[config.mk]
export PLATFORM = sky130hd
export DESIGN_NAME = md_unit_flat
export DESIGN_NICKNAME = d
export VERILOG_FILES = /design/src/rtl/md_unit_if.sv /design/src/rtl/md_unit.sv /design/src/flat_wrapper.sv
export SDC_FILE = /design/constraint.sdc
export NUM_CORES = 1
export LEC_CHECK = 0
export CELL_PAD_IN_SITES_DETAIL_PLACEMENT = 0
export CELL_PAD_IN_SITES_GLOBAL_PLACEMENT = 1
export CORE_AREA = 2 2 249 251
export CTS_CLUSTER_SIZE = 20
export DETAILED_ROUTE_END_ITERATION = 8
export DIE_AREA = 0 0 251 253
export GPL_TIMING_DRIVEN = 0
export HOLD_SLACK_MARGIN = 0.12
export PLACE_DENSITY_LB_ADDON = 0.1
export SKIP_LAST_GASP = 1
export SYNTH_ARGS = -nofsm -noshare
export SYNTH_HDL_FRONTEND = slang
export SYNTH_SLANG_ARGS = --single-unit
[constraint.sdc]
create_clock -name clk -period 6.55 [get_ports clk]
set_clock_uncertainty 0.2 [all_clocks]
set_input_delay 1.6375 -clock clk [delete_from_list [all_inputs] [get_ports clk]]
set_output_delay 1.6375 -clock clk [all_outputs]
set_load 0.01 [all_outputs]
[src/rtl/md_unit_if.sv]
// EX-stage multiply/divide port bundle: the master drives operands and control,
// and the slave (md_unit) returns HI/LO and status.
interface md_unit_if #(parameter int WIDTH = 32);
  logic             StartE;
  logic [1:0]       MDOpE;
  logic [WIDTH-1:0] SrcAE;
  logic [WIDTH-1:0] SrcBE;
  logic             WrHiE;
  logic             WrLoE;
  logic [WIDTH-1:0] WrDataE;
  logic             FlushE;
  logic [WIDTH-1:0] HiOut;
  logic [WIDTH-1:0] LoOut;
  logic             BusyE;
  logic             DoneM;

  modport master (
    output StartE, MDOpE, SrcAE, SrcBE, WrHiE, WrLoE, WrDataE, FlushE,
    input  HiOut, LoOut, BusyE, DoneM
  );

  modport slave (
    input  StartE, MDOpE, SrcAE, SrcBE, WrHiE, WrLoE, WrDataE, FlushE,
    output HiOut, LoOut, BusyE, DoneM
  );
endinterface

[src/rtl/md_unit.sv]
// Iterative MIPS multiply/divide unit owning HI/LO: 32-step shift-add multiply,
// 32-step restoring divide and a sign-fix cycle, giving a fixed 33-cycle busy window.
module md_unit #(
  parameter int WIDTH = 32
) (
  input logic      clk,
  input logic      reset_n,
  md_unit_if.slave bus
);
  typedef enum logic [1:0] {IDLE, MUL, DIV, FIX} state_t;

  state_t             state_reg;
  logic [5:0]         cnt_reg;
  logic [2*WIDTH-1:0] acc_reg;
  logic [WIDTH-1:0]   mag_reg;
  logic [WIDTH-1:0]   hi_reg;
  logic [WIDTH-1:0]   lo_reg;
  logic               negq_reg;
  logic               negr_reg;
  logic               divz_reg;
  logic               isdiv_reg;
  logic               busy_reg;
  logic               done_reg;

  logic               op_div;
  logic               sign_a;
  logic               sign_b;
  logic [WIDTH-1:0]   mag_a;
  logic [WIDTH-1:0]   mag_b;
  logic [WIDTH:0]     mul_sum;
  logic [2*WIDTH-1:0] mul_next;
  logic [WIDTH:0]     div_diff;
  logic [2*WIDTH-1:0] div_next;
  logic [2*WIDTH-1:0] prod_fix;
  logic [WIDTH-1:0]   quot;
  logic [WIDTH-1:0]   rem;
  logic [WIDTH-1:0]   lo_fix;
  logic [WIDTH-1:0]   hi_fix;

  // MDOpE[0] = 0 selects the signed variant, MDOpE[1] = 1 selects divide.
  assign op_div = bus.MDOpE[1];
  assign sign_a = ~bus.MDOpE[0] & bus.SrcAE[WIDTH-1];
  assign sign_b = ~bus.MDOpE[0] & bus.SrcBE[WIDTH-1];
  assign mag_a  = sign_a ? -bus.SrcAE : bus.SrcAE;
  assign mag_b  = sign_b ? -bus.SrcBE : bus.SrcBE;

  // Multiply: the multiplier sits in the low half and is consumed from bit 0
  // while the product grows into the high half.
  assign mul_sum  = {1'b0, acc_reg[2*WIDTH-1:WIDTH]} + {1'b0, mag_reg};
  assign mul_next = acc_reg[0] ? {mul_sum, acc_reg[WIDTH-1:1]}
                               : {1'b0, acc_reg[2*WIDTH-1:1]};

  // Divide: the partial remainder is 33 bits wide after the shift, so the
  // bit shifted out of the top of acc takes part in the trial subtraction.
  assign div_diff = acc_reg[2*WIDTH-1:WIDTH-1] - {1'b0, mag_reg};
  assign div_next = div_diff[WIDTH] ? {acc_reg[2*WIDTH-2:0], 1'b0}
                                    : {div_diff[WIDTH-1:0], acc_reg[WIDTH-2:0], 1'b1};

  assign prod_fix = negq_reg ? -acc_reg : acc_reg;
  assign quot     = acc_reg[WIDTH-1:0];
  assign rem      = acc_reg[2*WIDTH-1:WIDTH];
  // For a zero divisor the remainder is |A| and negR is A's sign, so HI comes back as A.
  assign lo_fix   = divz_reg ? {WIDTH{1'b1}} : (negq_reg ? -quot : quot);
  assign hi_fix   = negr_reg ? -rem : rem;

  always_ff @(posedge clk or negedge reset_n) begin
    if (!reset_n) begin
      state_reg <= IDLE;
      cnt_reg   <= '0;
      acc_reg   <= '0;
      mag_reg   <= '0;
      hi_reg    <= '0;
      lo_reg    <= '0;
      negq_reg  <= 1'b0;
      negr_reg  <= 1'b0;
      divz_reg  <= 1'b0;
      isdiv_reg <= 1'b0;
      busy_reg  <= 1'b0;
      done_reg  <= 1'b0;
    end else begin
      done_reg <= 1'b0;
      case (state_reg)
        IDLE: begin
          if (!bus.FlushE) begin
            if (bus.StartE) begin
              state_reg <= op_div ? DIV : MUL;
              busy_reg  <= 1'b1;
              cnt_reg   <= '0;
              acc_reg   <= {{WIDTH{1'b0}}, (op_div ? mag_a : mag_b)};
              mag_reg   <= op_div ? mag_b : mag_a;
              negq_reg  <= sign_a ^ sign_b;
              negr_reg  <= sign_a;
              divz_reg  <= op_div && (bus.SrcBE == '0);
              isdiv_reg <= op_div;
            end else begin
              if (bus.WrHiE) hi_reg <= bus.WrDataE;
              if (bus.WrLoE) lo_reg <= bus.WrDataE;
            end
          end
        end
        MUL, DIV: begin
          if (bus.FlushE) begin
            state_reg <= IDLE;
            busy_reg  <= 1'b0;
          end else begin
            acc_reg <= (state_reg == DIV) ? div_next : mul_next;
            cnt_reg <= cnt_reg + 6'd1;
            if (cnt_reg == 6'd31) state_reg <= FIX;
          end
        end
        FIX: begin
          state_reg <= IDLE;
          busy_reg  <= 1'b0;
          if (!bus.FlushE) begin
            done_reg <= 1'b1;
            if (isdiv_reg) begin
              hi_reg <= hi_fix;
              lo_reg <= lo_fix;
            end else begin
              hi_reg <= prod_fix[2*WIDTH-1:WIDTH];
              lo_reg <= prod_fix[WIDTH-1:0];
            end
          end
        end
        default: begin
          state_reg <= IDLE;
          busy_reg  <= 1'b0;
        end
      endcase
    end
  end

  assign bus.HiOut = hi_reg;
  assign bus.LoOut = lo_reg;
  assign bus.BusyE = busy_reg;
  assign bus.DoneM = done_reg;
endmodule

[src/flat_wrapper.sv]
// flat-port wrapper written by rule: the top's interface ports become plain ports
module md_unit_flat 
#(
  parameter int WIDTH = 32
)
  (clk, reset_n, bus_StartE, bus_MDOpE, bus_SrcAE, bus_SrcBE, bus_WrHiE, bus_WrLoE, bus_WrDataE, bus_FlushE, bus_HiOut, bus_LoOut, bus_BusyE, bus_DoneM);
  md_unit_if #(.WIDTH(WIDTH)) bus_i ();
  input logic clk;
  input logic reset_n;
  input wire logic [$bits(bus_i.StartE)-1:0] bus_StartE;
  input wire logic [$bits(bus_i.MDOpE)-1:0] bus_MDOpE;
  input wire logic [$bits(bus_i.SrcAE)-1:0] bus_SrcAE;
  input wire logic [$bits(bus_i.SrcBE)-1:0] bus_SrcBE;
  input wire logic [$bits(bus_i.WrHiE)-1:0] bus_WrHiE;
  input wire logic [$bits(bus_i.WrLoE)-1:0] bus_WrLoE;
  input wire logic [$bits(bus_i.WrDataE)-1:0] bus_WrDataE;
  input wire logic [$bits(bus_i.FlushE)-1:0] bus_FlushE;
  output wire logic [$bits(bus_i.HiOut)-1:0] bus_HiOut;
  output wire logic [$bits(bus_i.LoOut)-1:0] bus_LoOut;
  output wire logic [$bits(bus_i.BusyE)-1:0] bus_BusyE;
  output wire logic [$bits(bus_i.DoneM)-1:0] bus_DoneM;
  assign bus_i.StartE = bus_StartE;
  assign bus_i.MDOpE = bus_MDOpE;
  assign bus_i.SrcAE = bus_SrcAE;
  assign bus_i.SrcBE = bus_SrcBE;
  assign bus_i.WrHiE = bus_WrHiE;
  assign bus_i.WrLoE = bus_WrLoE;
  assign bus_i.WrDataE = bus_WrDataE;
  assign bus_i.FlushE = bus_FlushE;
  assign bus_HiOut = bus_i.HiOut;
  assign bus_LoOut = bus_i.LoOut;
  assign bus_BusyE = bus_i.BusyE;
  assign bus_DoneM = bus_i.DoneM;
  md_unit #(.WIDTH(WIDTH)) u_core (.clk(clk), .reset_n(reset_n), .bus(bus_i));
endmodule
==> out/qor.txt <==
Final HPWL DP = 55,500 microns
Leak Pwr = 7.387 nW
top cells by area, synth = sky130_fd_sc_hd__dfrtp_1 29%, sky130_fd_sc_hd__a21oi_1 7.0%, sky130_fd_sc_hd__xnor2_1 6.6%, sky130_fd_sc_hd__o21ai_0 6.4%, sky130_fd_sc_hd__ha_1 6.0%
final hold violation count = 0
boundary pin count = 170
required time of the critical path = 6760 ps
area growth from synthesis to final layout = 21.69%
max_slew headroom = 0.2250
minimum setup slack after placement = 846.3 ps
hold bufs inserted after CTS = 0
Overall Global Routing Usage = 0.2168
layout cell share with drive strength beyond 1 = 0.03893
Bufs on Longest Clock Path = 2
maximum level of the CTS H-tree = 4
Worst Setup End Kind = flop
Critical Path Source Type = input pin
Ys Warns = 0
register bit count reported by yosys = 174
Synthesized Nets = 2,110
fin nets = 2,297
maximum capacitance violations = 0
Inserted Clock Buffers = 17
cell taking the most area after synthesis = sky130_fd_sc_hd__dfrtp_1
CTS tree = built
die span in y = 253 microns
Reg2Reg Launch Point = u_core.acc_reg[32]$_DFFE_PN0P_
transition at the pin with the smallest max-transition slack = 1148 ps
Mean Syn Cell Area = 7.793 sq um
starting density of the core = 0.2467
post-detailed-route count of antenna-violating nets = 0
worst vdd ir = 241.7 uV
initial antenna violation count = 0
Async S/R FF share, synth = 1.000
number of library cell types mapped by synthesis = 64
first drt pass iteration count = 6
initial DRC count = 1,110
number of input and output port buffers inserted = 167
number of cells produced by synthesis = 1,932
Clk Latency, worst-skew pair = 500 ps
summed instance area of the synthesized netlist = 15,060 sq um
Crit path arrival time = 5500 ps
utilization after layout = 0.3002
width of the chip = 251 microns
Pwr Density = 583.4 nW/um^2
vias in the first global route = 14,940
highest fanout seen on the critical path = 6
number of cells upsized or downsized after cts = 0
final global-route overflow total = 0
Final Wtd Congestion = 0.8436
Slew Limit Fails = 0
cell chosen for the clock root = sky130_fd_sc_hd__clkbuf_16
area of the placeable core = 61,030 sq um
Hold/Removal Path Class = reg2reg
setup repair after global routing missed its margin = false
global-route wire length before repair = 102,000 microns
least setup slack across all paths after layout = 1261 ps
critical path launch point = bus_SrcBE[10]
fraction of post-synthesis cell area in the top cell type by area = 0.2892
wire length per cell = 23.45 microns
Total Wirelength = 68,550 microns
logic depth of the worst register-to-register path = 13
share of the yosys chip area belonging to registers = 0.2892
classification of the worst setup path = in2reg
post-route minimum period = 5289 ps
DRC viols = 0
Synth Flop Type = sky130_fd_sc_hd__dfrtp_1
Post-synth EDFFs = 0
Vias per Instance = 5.182
fill count = 6,620
reg2reg end = u_core.acc_reg[48]$_DFFE_PN0P_
post-CTS setup-driven buffer insertion count = 0
end point of the critical path = u_core.acc_reg[31]$_DFFE_PN0P_
clk sink count = 174
highest clock rate = 0.1891 GHz
total number of placement rows = 91
number of vias after detailed routing = 15,150
maximum number of pins on one net before global-route repair = 107
setup slack on the worst flop-to-flop path = 1270 ps
final-report setup violation count = 0
run status = finished clean
max FFs per register = 64
post-route clock period utilization = 0.8075
floorplan die area = 63,500 sq um
clock transition at the register clock pins on the worst setup and hold paths after CTS = 80 ps
==> power by group <==
group	switching, mW	internal, mW
clock network	0.557	0.509
logic	4.50	2.79
registers	0.770	1.57
==> cell usage after synthesis (6+ instances only) <==
cell and instances:
sky130_fd_sc_hd__nor2_1 170, sky130_fd_sc_hd__o21a_1 12, sky130_fd_sc_hd__or4_1 13, sky130_fd_sc_hd__nand3_1 25, sky130_fd_sc_hd__xor2_1 62, sky130_fd_sc_hd__a21oi_1 211
sky130_fd_sc_hd__buf_1 17, sky130_fd_sc_hd__dfrtp_1 174, sky130_fd_sc_hd__o21ai_0 194, sky130_fd_sc_hd__or3_1 15, sky130_fd_sc_hd__a22o_1 6, sky130_fd_sc_hd__ha_1 72
sky130_fd_sc_hd__a32o_1 8, sky130_fd_sc_hd__o31ai_1 21, sky130_fd_sc_hd__o211ai_1 30, sky130_fd_sc_hd__nor3b_1 7, sky130_fd_sc_hd__o21bai_1 7, sky130_fd_sc_hd__mux2i_1 43
sky130_fd_sc_hd__a211oi_1 34, sky130_fd_sc_hd__nor4_1 15, sky130_fd_sc_hd__o41ai_1 10, sky130_fd_sc_hd__nand2b_1 26, sky130_fd_sc_hd__nor2b_1 16, sky130_fd_sc_hd__nand4_1 9
sky130_fd_sc_hd__o221ai_1 8, sky130_fd_sc_hd__and2_1 8, sky130_fd_sc_hd__xnor2_1 114, sky130_fd_sc_hd__a221oi_1 10, sky130_fd_sc_hd__o22ai_1 34, sky130_fd_sc_hd__nor3_1 43
sky130_fd_sc_hd__a21o_1 34, sky130_fd_sc_hd__and3_1 10, sky130_fd_sc_hd__clkbuf_1 109, sky130_fd_sc_hd__a31oi_1 18, sky130_fd_sc_hd__nand2_1 201, sky130_fd_sc_hd__mux2_2 38
sky130_fd_sc_hd__inv_1 63
==> cell type report <==
type / instances / area [sq um] / share of cell area
Multi-Input combinational cell: 1566 / 9975 / 0.5444
Sequential cell: 174 / 4354 / 0.2377
Timing Repair Buffer: 168 / 1704 / 0.09301
Tap cell: 790 / 988.4 / 0.05395
Buffer: 129 / 490.5 / 0.02677
Clock buffer: 18 / 429.2 / 0.02342
Inverter: 63 / 236.5 / 0.01291
Clock inverter: 14 / 141.4 / 0.007717
Antenna cell: 1 / 2.502 / 0.0001366
==> layer usage <==
metal	GRT usage	part of all wire	up-vias
li1	-	-	7369
met1	0.3043	0.48	7308
met2	0.3448	0.45	401
met3	0.02673	0.041	69
met4	0.06922	0.027	0
met5	0	0	-
==> critical path, cell delays in order <==
cell and delay [ps]:
sky130_fd_sc_hd__clkdlybuf4s50_1 480, sky130_fd_sc_hd__or4_1 640, sky130_fd_sc_hd__nor4_1 620, sky130_fd_sc_hd__nor2b_1 510, sky130_fd_sc_hd__nand3_1 220, sky130_fd_sc_hd__or4_1 460
sky130_fd_sc_hd__nor4_1 160, sky130_fd_sc_hd__o21ai_0 170, sky130_fd_sc_hd__o21ai_0 370, sky130_fd_sc_hd__nand3_1 120, sky130_fd_sc_hd__o21ai_0 110
==> metrics by stage <==
stage	TNS, ps	cells	cell area [sq um]	total power, mW	hold slack [ps]
after floorplan	0	1932	15060	6.757	243.1
after global placement	-778010	2889	17720	9.625	265.6
after detailed placement	0	2890	17750	9.629	271.5
after CTS	0	2922	18320	10.73	289.0
after global routing	0	2922	18320	11.55	317.4
final	0	2923	18320	10.69	282.2
==> placed cells by master, fill, tap and decap left out, types with 12 or more instances in the layout <==
master / count
sky130_fd_sc_hd__clkdlybuf4s50_1: 166
sky130_fd_sc_hd__mux2i_1: 43
sky130_fd_sc_hd__or4_1: 13
sky130_fd_sc_hd__dfrtp_1: 174
sky130_fd_sc_hd__o211ai_1: 30
sky130_fd_sc_hd__o21a_1: 12
sky130_fd_sc_hd__nor4_1: 15
sky130_fd_sc_hd__ha_1: 72
sky130_fd_sc_hd__a21o_1: 34
sky130_fd_sc_hd__nor2b_1: 16
sky130_fd_sc_hd__o21ai_0: 194
sky130_fd_sc_hd__xnor2_1: 114
sky130_fd_sc_hd__inv_1: 63
sky130_fd_sc_hd__nand3_1: 25
sky130_fd_sc_hd__nand2b_1: 26
sky130_fd_sc_hd__a31oi_1: 18
sky130_fd_sc_hd__nor3_1: 43
sky130_fd_sc_hd__o22ai_1: 34
sky130_fd_sc_hd__nor2_1: 170
sky130_fd_sc_hd__clkbuf_1: 110
sky130_fd_sc_hd__buf_1: 17
sky130_fd_sc_hd__xor2_1: 62
sky130_fd_sc_hd__a211oi_1: 34
sky130_fd_sc_hd__a21oi_1: 211
sky130_fd_sc_hd__nand2_1: 201
sky130_fd_sc_hd__clkbuf_16: 17
sky130_fd_sc_hd__o31ai_1: 21
sky130_fd_sc_hd__or3_1: 15
sky130_fd_sc_hd__mux2_2: 38
==> logic make-up (layout without fill, tap and decap cells) <==
group / count (synthesis) / in the layout / share of synthesized area
adder cells (fa/ha/maj): 74 / 74 / 0.06249
buffers and inverters: 192 / 392 / 0.04828
XOR/XNOR: 176 / 176 / 0.1024
AO/OA/AOI/OAI: 667 / 667 / 0.2684
multiplexers: 81 / 81 / 0.05701
other: 0 / 1 / 0
AND/OR/NAND/NOR: 568 / 568 / 0.1722
flip-flops: 174 / 174 / 0.2892
==> worst min-delay path by stage <==
| stage | start | to | slack, ps | cells past startpoint |
|---|---|---|---|---|
| 5_1_grt | u_core.bus.LoOut[14]$_DFFE_PN0P_ | u_core.bus.LoOut[14]$_DFFE_PN0P_ | 320 | 2 |
| 3_5_place_dp | u_core.bus.LoOut[22]$_DFFE_PN0P_ | u_core.bus.LoOut[22]$_DFFE_PN0P_ | 270 | 2 |
| 3_3_place_gp | u_core.bus.LoOut[1]$_DFFE_PN0P_ | u_core.bus.LoOut[1]$_DFFE_PN0P_ | 270 | 2 |
| 2_1_floorplan | u_core.divz_reg$_DFFE_PN0P_ | u_core.divz_reg$_DFFE_PN0P_ | 240 | 2 |
| 6_report | u_core.bus.LoOut[25]$_DFFE_PN0P_ | u_core.bus.LoOut[25]$_DFFE_PN0P_ | 280 | 2 |
| 4_1_cts | u_core.bus.LoOut[22]$_DFFE_PN0P_ | u_core.bus.LoOut[22]$_DFFE_PN0P_ | 290 | 2 |
(Power assumes the default switching activity.)
